## config.mk

```make
export PLATFORM = sky130hd
export DESIGN_NAME = ysyx_22041211_pipe_ctrl
export DESIGN_NICKNAME = d
export VERILOG_FILES = /design/src/rtl/ysyx_22041211_pipe_ctrl_pkg.sv /design/src/rtl/ysyx_22041211_skid_buf.sv /design/src/rtl/ysyx_22041211_pipe_ctrl.sv
export SDC_FILE = /design/constraint.sdc
export NUM_CORES = 1
export LEC_CHECK = 0
export CAP_MARGIN = 20
export CELL_PAD_IN_SITES_DETAIL_PLACEMENT = 1
export CELL_PAD_IN_SITES_GLOBAL_PLACEMENT = 1
export CORE_MARGIN = 3
export CORE_UTILIZATION = 39
export CTS_CLUSTER_DIAMETER = 50
export DETAILED_ROUTE_END_ITERATION = 8
export PLACE_DENSITY_LB_ADDON = 0.1
export SLEW_MARGIN = 40
export SYNTH_ARGS = -nofsm -noshare
export SYNTH_HDL_FRONTEND = slang
export SYNTH_SLANG_ARGS = --single-unit
```

## constraint.sdc

```tcl
create_clock -name clk -period 4.2 [get_ports clk]
set_input_delay 0.84 -clock clk [delete_from_list [all_inputs] [get_ports clk]]
set_output_delay 0.84 -clock clk [all_outputs]
set_load 0.1 [all_outputs]
```

## src/rtl/ysyx_22041211_pipe_ctrl_pkg.sv

```systemverilog
// Shared constants and types for the elastic stage chain and its users in the core top.
package ysyx_22041211_pipe_ctrl_pkg;

  // Default chain depth: IFU -> IDU -> EXU -> WB.
  localparam int PIPE_DEFAULT_STAGES = 4;

  // Occupancy counts the stages plus up to two skid entries, so it needs to reach STAGES+2.
  function automatic int occ_w(input int stages);
    return $clog2(stages + 3);
  endfunction

  // Redirect sources that the core top ORs into flush_i.
  typedef enum logic [1:0] {
    FLUSH_NONE   = 2'd0,
    FLUSH_BRANCH = 2'd1,
    FLUSH_JMP    = 2'd2,
    FLUSH_CSR    = 2'd3
  } flush_src_e;

endpackage

```

## src/rtl/ysyx_22041211_skid_buf.sv

```systemverilog
// 2-entry input FIFO. Ready is taken from a flop so upstream never sees a combinational path
// from downstream backpressure. When empty and the consumer is ready, an entry passes straight
// through in the same cycle.
module ysyx_22041211_skid_buf #(
  parameter int DATA_LEN = 32
) (
  input  logic                clk,
  input  logic                rst,
  input  logic                flush_i,
  input  logic                in_valid_i,
  output logic                in_ready_o,
  input  logic [DATA_LEN-1:0] in_data_i,
  output logic                out_valid_o,
  input  logic                out_ready_i,
  output logic [DATA_LEN-1:0] out_data_o,
  output logic [1:0]          count_o
);

  logic [DATA_LEN-1:0] mem [2];
  logic                rd_ptr, wr_ptr, rdy_q;
  logic [1:0]          cnt, cnt_nxt;
  logic                push, pop, wr, rd;

  // Handshake decode; a flush suppresses acceptance in its own cycle.
  always_comb begin
    in_ready_o  = rdy_q & ~flush_i;
    push        = in_valid_i & in_ready_o;
    out_valid_o = (cnt != 2'd0) | push;
    out_data_o  = (cnt != 2'd0) ? mem[rd_ptr] : in_data_i;
    pop         = out_valid_o & out_ready_i;
    // Pass-through when empty: the entry is consumed without being written.
    wr          = push & ~(pop & (cnt == 2'd0));
    rd          = pop & (cnt != 2'd0);
    cnt_nxt     = cnt + {1'b0, wr} - {1'b0, rd};
  end

  // Count, pointers and the registered ready ("not full after this edge").
  always_ff @(posedge clk or posedge rst) begin
    if (rst) begin
      cnt    <= 2'd0;
      rd_ptr <= 1'b0;
      wr_ptr <= 1'b0;
      rdy_q  <= 1'b1;
    end else if (flush_i) begin
      cnt    <= 2'd0;
      rd_ptr <= 1'b0;
      wr_ptr <= 1'b0;
      rdy_q  <= 1'b1;
    end else begin
      cnt    <= cnt_nxt;
      rd_ptr <= rd_ptr ^ rd;
      wr_ptr <= wr_ptr ^ wr;
      rdy_q  <= (cnt_nxt != 2'd2);
    end
  end

  // Payload storage, written only on a real enqueue; no reset needed.
  always_ff @(posedge clk) begin
    if (wr) mem[wr_ptr] <= in_data_i;
  end

  assign count_o = cnt;

endmodule

```

## src/rtl/ysyx_22041211_pipe_ctrl.sv

```systemverilog
// Elastic valid/ready stage chain with optional input skid buffer, global flush and a
// retirement counter. Stage 0 is the youngest; stage STAGES-1 drives the output.
module ysyx_22041211_pipe_ctrl
  import ysyx_22041211_pipe_ctrl_pkg::*;
#(
  parameter int DATA_LEN = 32,
  parameter int STAGES   = PIPE_DEFAULT_STAGES,
  parameter int SKID     = 1,
  parameter int CNT_LEN  = 32
) (
  input  logic                         clk,
  input  logic                         rst,
  input  logic                         in_valid_i,
  output logic                         in_ready_o,
  input  logic [DATA_LEN-1:0]          in_data_i,
  output logic                         out_valid_o,
  input  logic                         out_ready_i,
  output logic [DATA_LEN-1:0]          out_data_o,
  input  logic                         flush_i,
  output logic [STAGES-1:0]            stage_valid_o,
  output logic [STAGES*DATA_LEN-1:0]   stage_data_o,
  output logic [occ_w(STAGES)-1:0]     occupancy_o,
  output logic [CNT_LEN-1:0]           retire_cnt_o
);

  localparam int OCC_W = occ_w(STAGES);

  logic [STAGES-1:0]                v, adv, chain_v;
  logic [STAGES-1:0][DATA_LEN-1:0]  d, chain_d;
  logic                             src_valid;
  logic [DATA_LEN-1:0]              src_data;
  logic [1:0]                       skid_cnt;

  generate
    if (SKID != 0) begin : g_skid
      ysyx_22041211_skid_buf #(.DATA_LEN(DATA_LEN)) u_skid (
        .clk         (clk),
        .rst         (rst),
        .flush_i     (flush_i),
        .in_valid_i  (in_valid_i),
        .in_ready_o  (in_ready_o),
        .in_data_i   (in_data_i),
        .out_valid_o (src_valid),
        .out_ready_i (adv[0]),
        .out_data_o  (src_data),
        .count_o     (skid_cnt)
      );
    end else begin : g_noskid
      assign in_ready_o = adv[0] & ~flush_i;
      assign src_valid  = in_valid_i & in_ready_o;
      assign src_data   = in_data_i;
      assign skid_cnt   = 2'd0;
    end
  endgenerate

  // Advance chain from the output back: a stage moves if it is empty or its successor moves,
  // so bubbles collapse in the same cycle.
  always_comb begin
    adv = '0;
    adv[STAGES-1] = ~v[STAGES-1] | out_ready_i;
    for (int i = STAGES - 2; i >= 0; i--) adv[i] = ~v[i] | adv[i+1];
  end

  // What each stage would load: its predecessor, or the input side for stage 0.
  always_comb begin
    chain_v    = '0;
    chain_d    = '0;
    chain_v[0] = src_valid;
    chain_d[0] = src_data;
    for (int i = 1; i < STAGES; i++) begin
      chain_v[i] = v[i-1];
      chain_d[i] = d[i-1];
    end
  end

  // Stage valid bits; flush kills every in-flight entry.
  always_ff @(posedge clk or posedge rst) begin
    if (rst) begin
      v <= '0;
    end else if (flush_i) begin
      v <= '0;
    end else begin
      for (int i = 0; i < STAGES; i++)
        if (adv[i]) v[i] <= chain_v[i];
    end
  end

  // Stage payloads, loaded only with a valid entry so a stalled output stays stable.
  always_ff @(posedge clk) begin
    for (int i = 0; i < STAGES; i++)
      if (adv[i] & chain_v[i]) d[i] <= chain_d[i];
  end

  // Retirement counter; an output handshake in a flush cycle still completes.
  always_ff @(posedge clk or posedge rst) begin
    if (rst) retire_cnt_o <= '0;
    else if (out_valid_o & out_ready_i) retire_cnt_o <= retire_cnt_o + CNT_LEN'(1);
  end

  assign out_valid_o   = v[STAGES-1];
  assign out_data_o    = d[STAGES-1];
  assign stage_valid_o = v;
  assign stage_data_o  = d;
  assign occupancy_o   = OCC_W'($countones(v)) + OCC_W'(skid_cnt);

endmodule
```

# Word-level counts from Yosys, hierarchy flattened
# Memory sizes are Yosys's and may differ from the RTL's.
# Cells that the tools add are included.
# word_totals
mem_bits_rw	64
regBits	169
out_inout_bits	201
in_bits	37
wordCells	63
n_memories	1
# classes
n_eq_ne	1
muxes	12
addsub	7
bitwise_logic	23
n_reduce_logical	6
# memory_table
name	words	word_bits	read_ports	rd_ports_with_merged_regs	write_ports	line	source
g_skid.u_skid.mem	2	32	1	0	1	ysyx_22041211_skid_buf.sv:19	logic [DATA_LEN-1:0] mem [2];
# op_table
operator	count
$add A32 B1 Y32 const B	1
$mux W32	1
$and A1 B1 Y1	10
$reduce_bool A2 Y1	5
$mux W1	9
$not A1 Y1	6
$or A1 B1 Y1	5
$add A1 B1 Y2	2
$mux W4	1
$add A2 B2 Y3	1
$add A3 B2 Y3	1
$add A2 B1 Y2	1
$logic_not A2 Y1	1
$mux W2	1
$ne A2 B2 Y1 const B	1
$sub A2 B1 Y2	1
$xor A1 B1 Y1	2

# Longest topological paths before layout
# logic_depth
depth_word	13
ltp_mapped	7
depth_no_buf	6

# By module
# A second synthesis with hierarchy kept.
# hier_totals
hier_cells	516
area_unflattened_um2	8727.1
# by_module_without_submodules
module	n_inst	area_per_inst_um2	cells_per_inst	seq_area_each_um2
ysyx_22041211_pipe_ctrl	1	5791.8	312	4744.6
ysyx_22041211_skid_buf	1	2935.3	204	2048.2

# Worst setup path after synthesis
# OpenSTA, ideal clock, no wires.
# synth_path
kind	reg-to-reg
startpoint	reg v[3] (netlist: stage_valid_o[3])
endpoint	mem g_skid.u_skid.mem[1][0] (enable)
required_ps	3732
path_buffers	0
path_stages_with_launch	4
setup_time_ps	468
arrival_time_ps	4035
setup_slack_ps	-303
synth_period_minus_slack_ps	4503
path_cell_list	dfrtp_1 > and4b_2 > a21oi_2 > nor3b_1
# synth_between
elab_chain_len	11
# synth_rtl
item	line	source
start, declared	ysyx_22041211_pipe_ctrl.sv:28	logic [STAGES-1:0] v, adv, chain_v;
start signal, assigned by index	ysyx_22041211_pipe_ctrl.sv:84	if (adv[i]) v[i] <= chain_v[i];
$not A1 Y1	ysyx_22041211_pipe_ctrl.sv:60	adv[STAGES-1] = ~v[STAGES-1] | out_ready_i;
$or A1 B1 Y1	ysyx_22041211_pipe_ctrl.sv:60	
$or A1 B1 Y1 (3 in series)	ysyx_22041211_pipe_ctrl.sv:61	for (int i = STAGES - 2; i >= 0; i--) adv[i] = ~v[i] | adv[i+1];
$and A1 B1 Y1	ysyx_22041211_skid_buf.sv:30	pop = out_valid_o & out_ready_i;
$and A1 B1 Y1	ysyx_22041211_skid_buf.sv:32	wr = push & ~(pop & (cnt == 2'd0));
$not A1 Y1	ysyx_22041211_skid_buf.sv:32	
$and A1 B1 Y1	ysyx_22041211_skid_buf.sv:32	
$mux W1	ysyx_22041211_skid_buf.sv:59	if (wr) mem[wr_ptr] <= in_data_i;
$mux W1 (not written as such)	ysyx_22041211_skid_buf.sv:59	
end, declared	ysyx_22041211_skid_buf.sv:19	
# Every way passes these cells.

# Final worst setup path
# layout_path
startpoint	reg v[0] (netlist: stage_valid_o[0])
endpoint	out occupancy_o[1]
# layout_between
elab_chain_len	3
# layout_rtl
item	line	source
$add A1 B1 Y2 (not written as such)	ysyx_22041211_pipe_ctrl.sv:104	assign occupancy_o = OCC_W'($countones(v)) + OCC_W'(skid_cnt);
$add A2 B2 Y3 (not written as such)	ysyx_22041211_pipe_ctrl.sv:104	
$add A3 B2 Y3	ysyx_22041211_pipe_ctrl.sv:104	
end, declared	ysyx_22041211_pipe_ctrl.sv:22	output logic [occ_w(STAGES)-1:0] occupancy_o,
# Every way passes these cells.

==> reports/metrics.yaml <==
run:
  maxCapViolations: 0
yosys:
  synthArstFlopShare: 0.176
  synth_edf_count: 192
  netlist_instances: 512
  synth.cell_area_um2: 8620
  syn_avg_cell_area_um2: 16.8
  ys_seq_elements: 233
  ys_seq_area_frac: 0.788
  synthTopCellsByArea: "edfxtp_1 (67%), dfrtp_1 (12%), mux2i_1 (3.7%)"
  synth_flop_cell: "edfxtp_1"
  yosys_warnings: 0
  syn_nets: 554
  synth_cell_types: 37
  synth_top_area_cell: "edfxtp_1"
  synth_top_area_frac: 0.669
setup_path:
  worstPathMaxFanout: 7
  crit_slowest_cell: "dfrtp_1"
  crit_path_end_kind: "output pin"
  start_kind: "flip-flop"
  max_stage_delay_ns: 0.51
  cp_cell_sequence: "fa_1, fa_1, fa_1, buf_4"
  crit_required_ns: 3.36
  cp.arrival_ns: 2.69
  critical_path_class: "flip-flop to output pin"
  crit_path_frequent_cell: "fa_1"
cts:
  clockBufferDepth: 3
  post_cts_buffers: 0
  path_clk_slew_ns: 0.06
  cts_root_buffer: "clkbuf_16"
  numCtsBuffers: 27
  cts_resized: 0
  cts_tree: "built"
  h-tree-depth: 1
  hold_buffers: 0
  clock_latency_ns: 0.52
  clock-sinks: 233
drt:
  wl_mm: 19.9
  vias: 5007
  drtIter0Drc: 236
  drtPass1Iterations: 4
  detail-route-antenna-nets: 0
  routed.top_layer: "met4"
  wl_met1_mm: 8.64
  wl_met2_mm: 9.58
  via_per_inst: 4.85
  routedWlPerCell_um: 19.3
  met3_wirelength_mm: 1.31
  drc: 0
global_route:
  antenna_found_initial: 1
  gr-usage-all-layers: 0.161
  overflow: 0
  grt_pass1_wl_mm: 30.7
  grt_start_max_net_pins: 67
  grt_pass1_vias: 5335
floorplanning:
  coreArea_um2: 21400
  start_util: 0.404
  rows: 53
  ios: 238
  die_y_um: 155
  die_w_um: 155
  die-area_um2: 23900
final_layout:
  layout_common_cells: "buf_2 (197), edfxtp_1 (192), nand2_1 (40), dfrtp_1 (39), clkdlybuf4s50_1 (36)"
  synthToLayoutAreaGrowth_pct: 29.0
  drive_above_1_share: 0.358
  stdcell_count: 1032
  final_common_cell: "buf_2"
  nets: 777
sta:
  slew_headroom: 0.477
  tns_ns: 0
  setup_viol: 0
  drv_slew: 0
  fin_worst_skew_ns: 0.0109
  tightest_slew_ns: 0.783
  fin_crit_sh: 0.840
  clock.fmax_ghz: 0.283
  rsz0062_at_grt: "no"
  finalCriticalPeriod_ns: 3.53
  hold-worst-slack_ns: 0.442
  finalHoldViolations: 0
power:
  max-vdd-ir-drop_mv: 0.662
  cellPowerDensity_nw_per_um2: 872
  leakage_nw: 4.40
placed_design:
  place_inst: 981
  io_buffers: 237
  gp_congestion: 0.766
  hpwl_mm: 13.3
run_status:
  outcome: "completed"
worst_hold_path:
  holdCritPathClass: "flip-flop to flip-flop"
power by group:
part	internal (W)	switching [W]
combinational	0.000502	0.00329
clock	0.00157	0.000923
sequential	0.00312	0.000287
total	0.00520	0.00450
metrics by stage:
stage | instance area (um^2) | util | total power [W] | setup slack, ns
after floorplan | 8630 | - | 0.00660 | 0.223
after global placement | 11100 | 0.520 | 0.00755 | 0.915
after detailed placement | 10200 | 0.476 | 0.00728 | 0.855
after CTS | 11100 | 0.521 | 0.00983 | 0.627
after global routing | 11100 | 0.521 | 0.0101 | 0.569
final | 11100 | 0.521 | 0.00970 | 0.670
cells in the mapped netlist, drive strengths merged, types with 10 or more instances:
cell,instances
edfxtp,192
xnor2,29
mux2i,32
nand4,18
nor2,12
dfrtp,40
nand3,10
o21ai,34
buf,40
nand2,40
clkbuf,11
critical path: cells and delay by family (launching register included):
kind                       cells  cell delay, ns
adders and majority gates      3            1.39
buffers and inverters          1            0.28
DFF                            1            0.51
flip-flops by register name, summed over array words and instances (netlist names):
signal / count
stage_data_o: 96
g_skid.u_skid.mem: 64
out_data_o: 32
retire_cnt_o: 32
stage_valid_o: 4
g_skid.u_skid.count_o: 2
g_skid.u_skid.rd_ptr: 1
g_skid.u_skid.rdy_q: 1
g_skid.u_skid.wr_ptr: 1
kinds of logic (layout without fill, tap and decap cells):
kind of cell,after synthesis,in the layout,synth area share
other,0,1,0
DFF,233,233,0.788
buffers and inverters,56,300,0.0398
adders and majority gates,5,5,0.00986
muxes,33,33,0.0384
xor gates and xnor gates,33,33,0.0335
AOI/OAI and AO/OA,44,44,0.0274
and+or+nand+nor,108,108,0.0634
final cells by class:
class,count,area (um^2)
antenna,1,2.50
inverter,5,18.8
clock buffer,32,704
clock inverter,18,263
multi-input combinational,223,1540
tap,275,344
fill,2100,10200
sequential,233,6800
timing repair buffer,245,1460
metal layers:
layer  GRT usage  vias to the layer above
li1            -                     2316
met1       0.214                     2495
met2       0.267                      171
met3      0.0403                       25
met4      0.0425                        0
met5           0                        -
path summary, 6_finish.rpt:
path,start,to,slack [ns],cells after the start
setup / recovery,stage_valid_o[0],occupancy_o[1],0.67,4
hold / removal,stage_data_o[53],stage_data_o[85],0.44,0
setup reg to reg,stage_valid_o[2],g_skid.u_skid.mem[0][24],1.74,4
hold reg to reg,stage_data_o[53],stage_data_o[85],0.44,0
max in group asynchronous,rst,g_skid.u_skid.rd_ptr,3.01,3
min in group asynchronous,rst,retire_cnt_o[3],0.76,3
(Power assumes the default switching activity.)
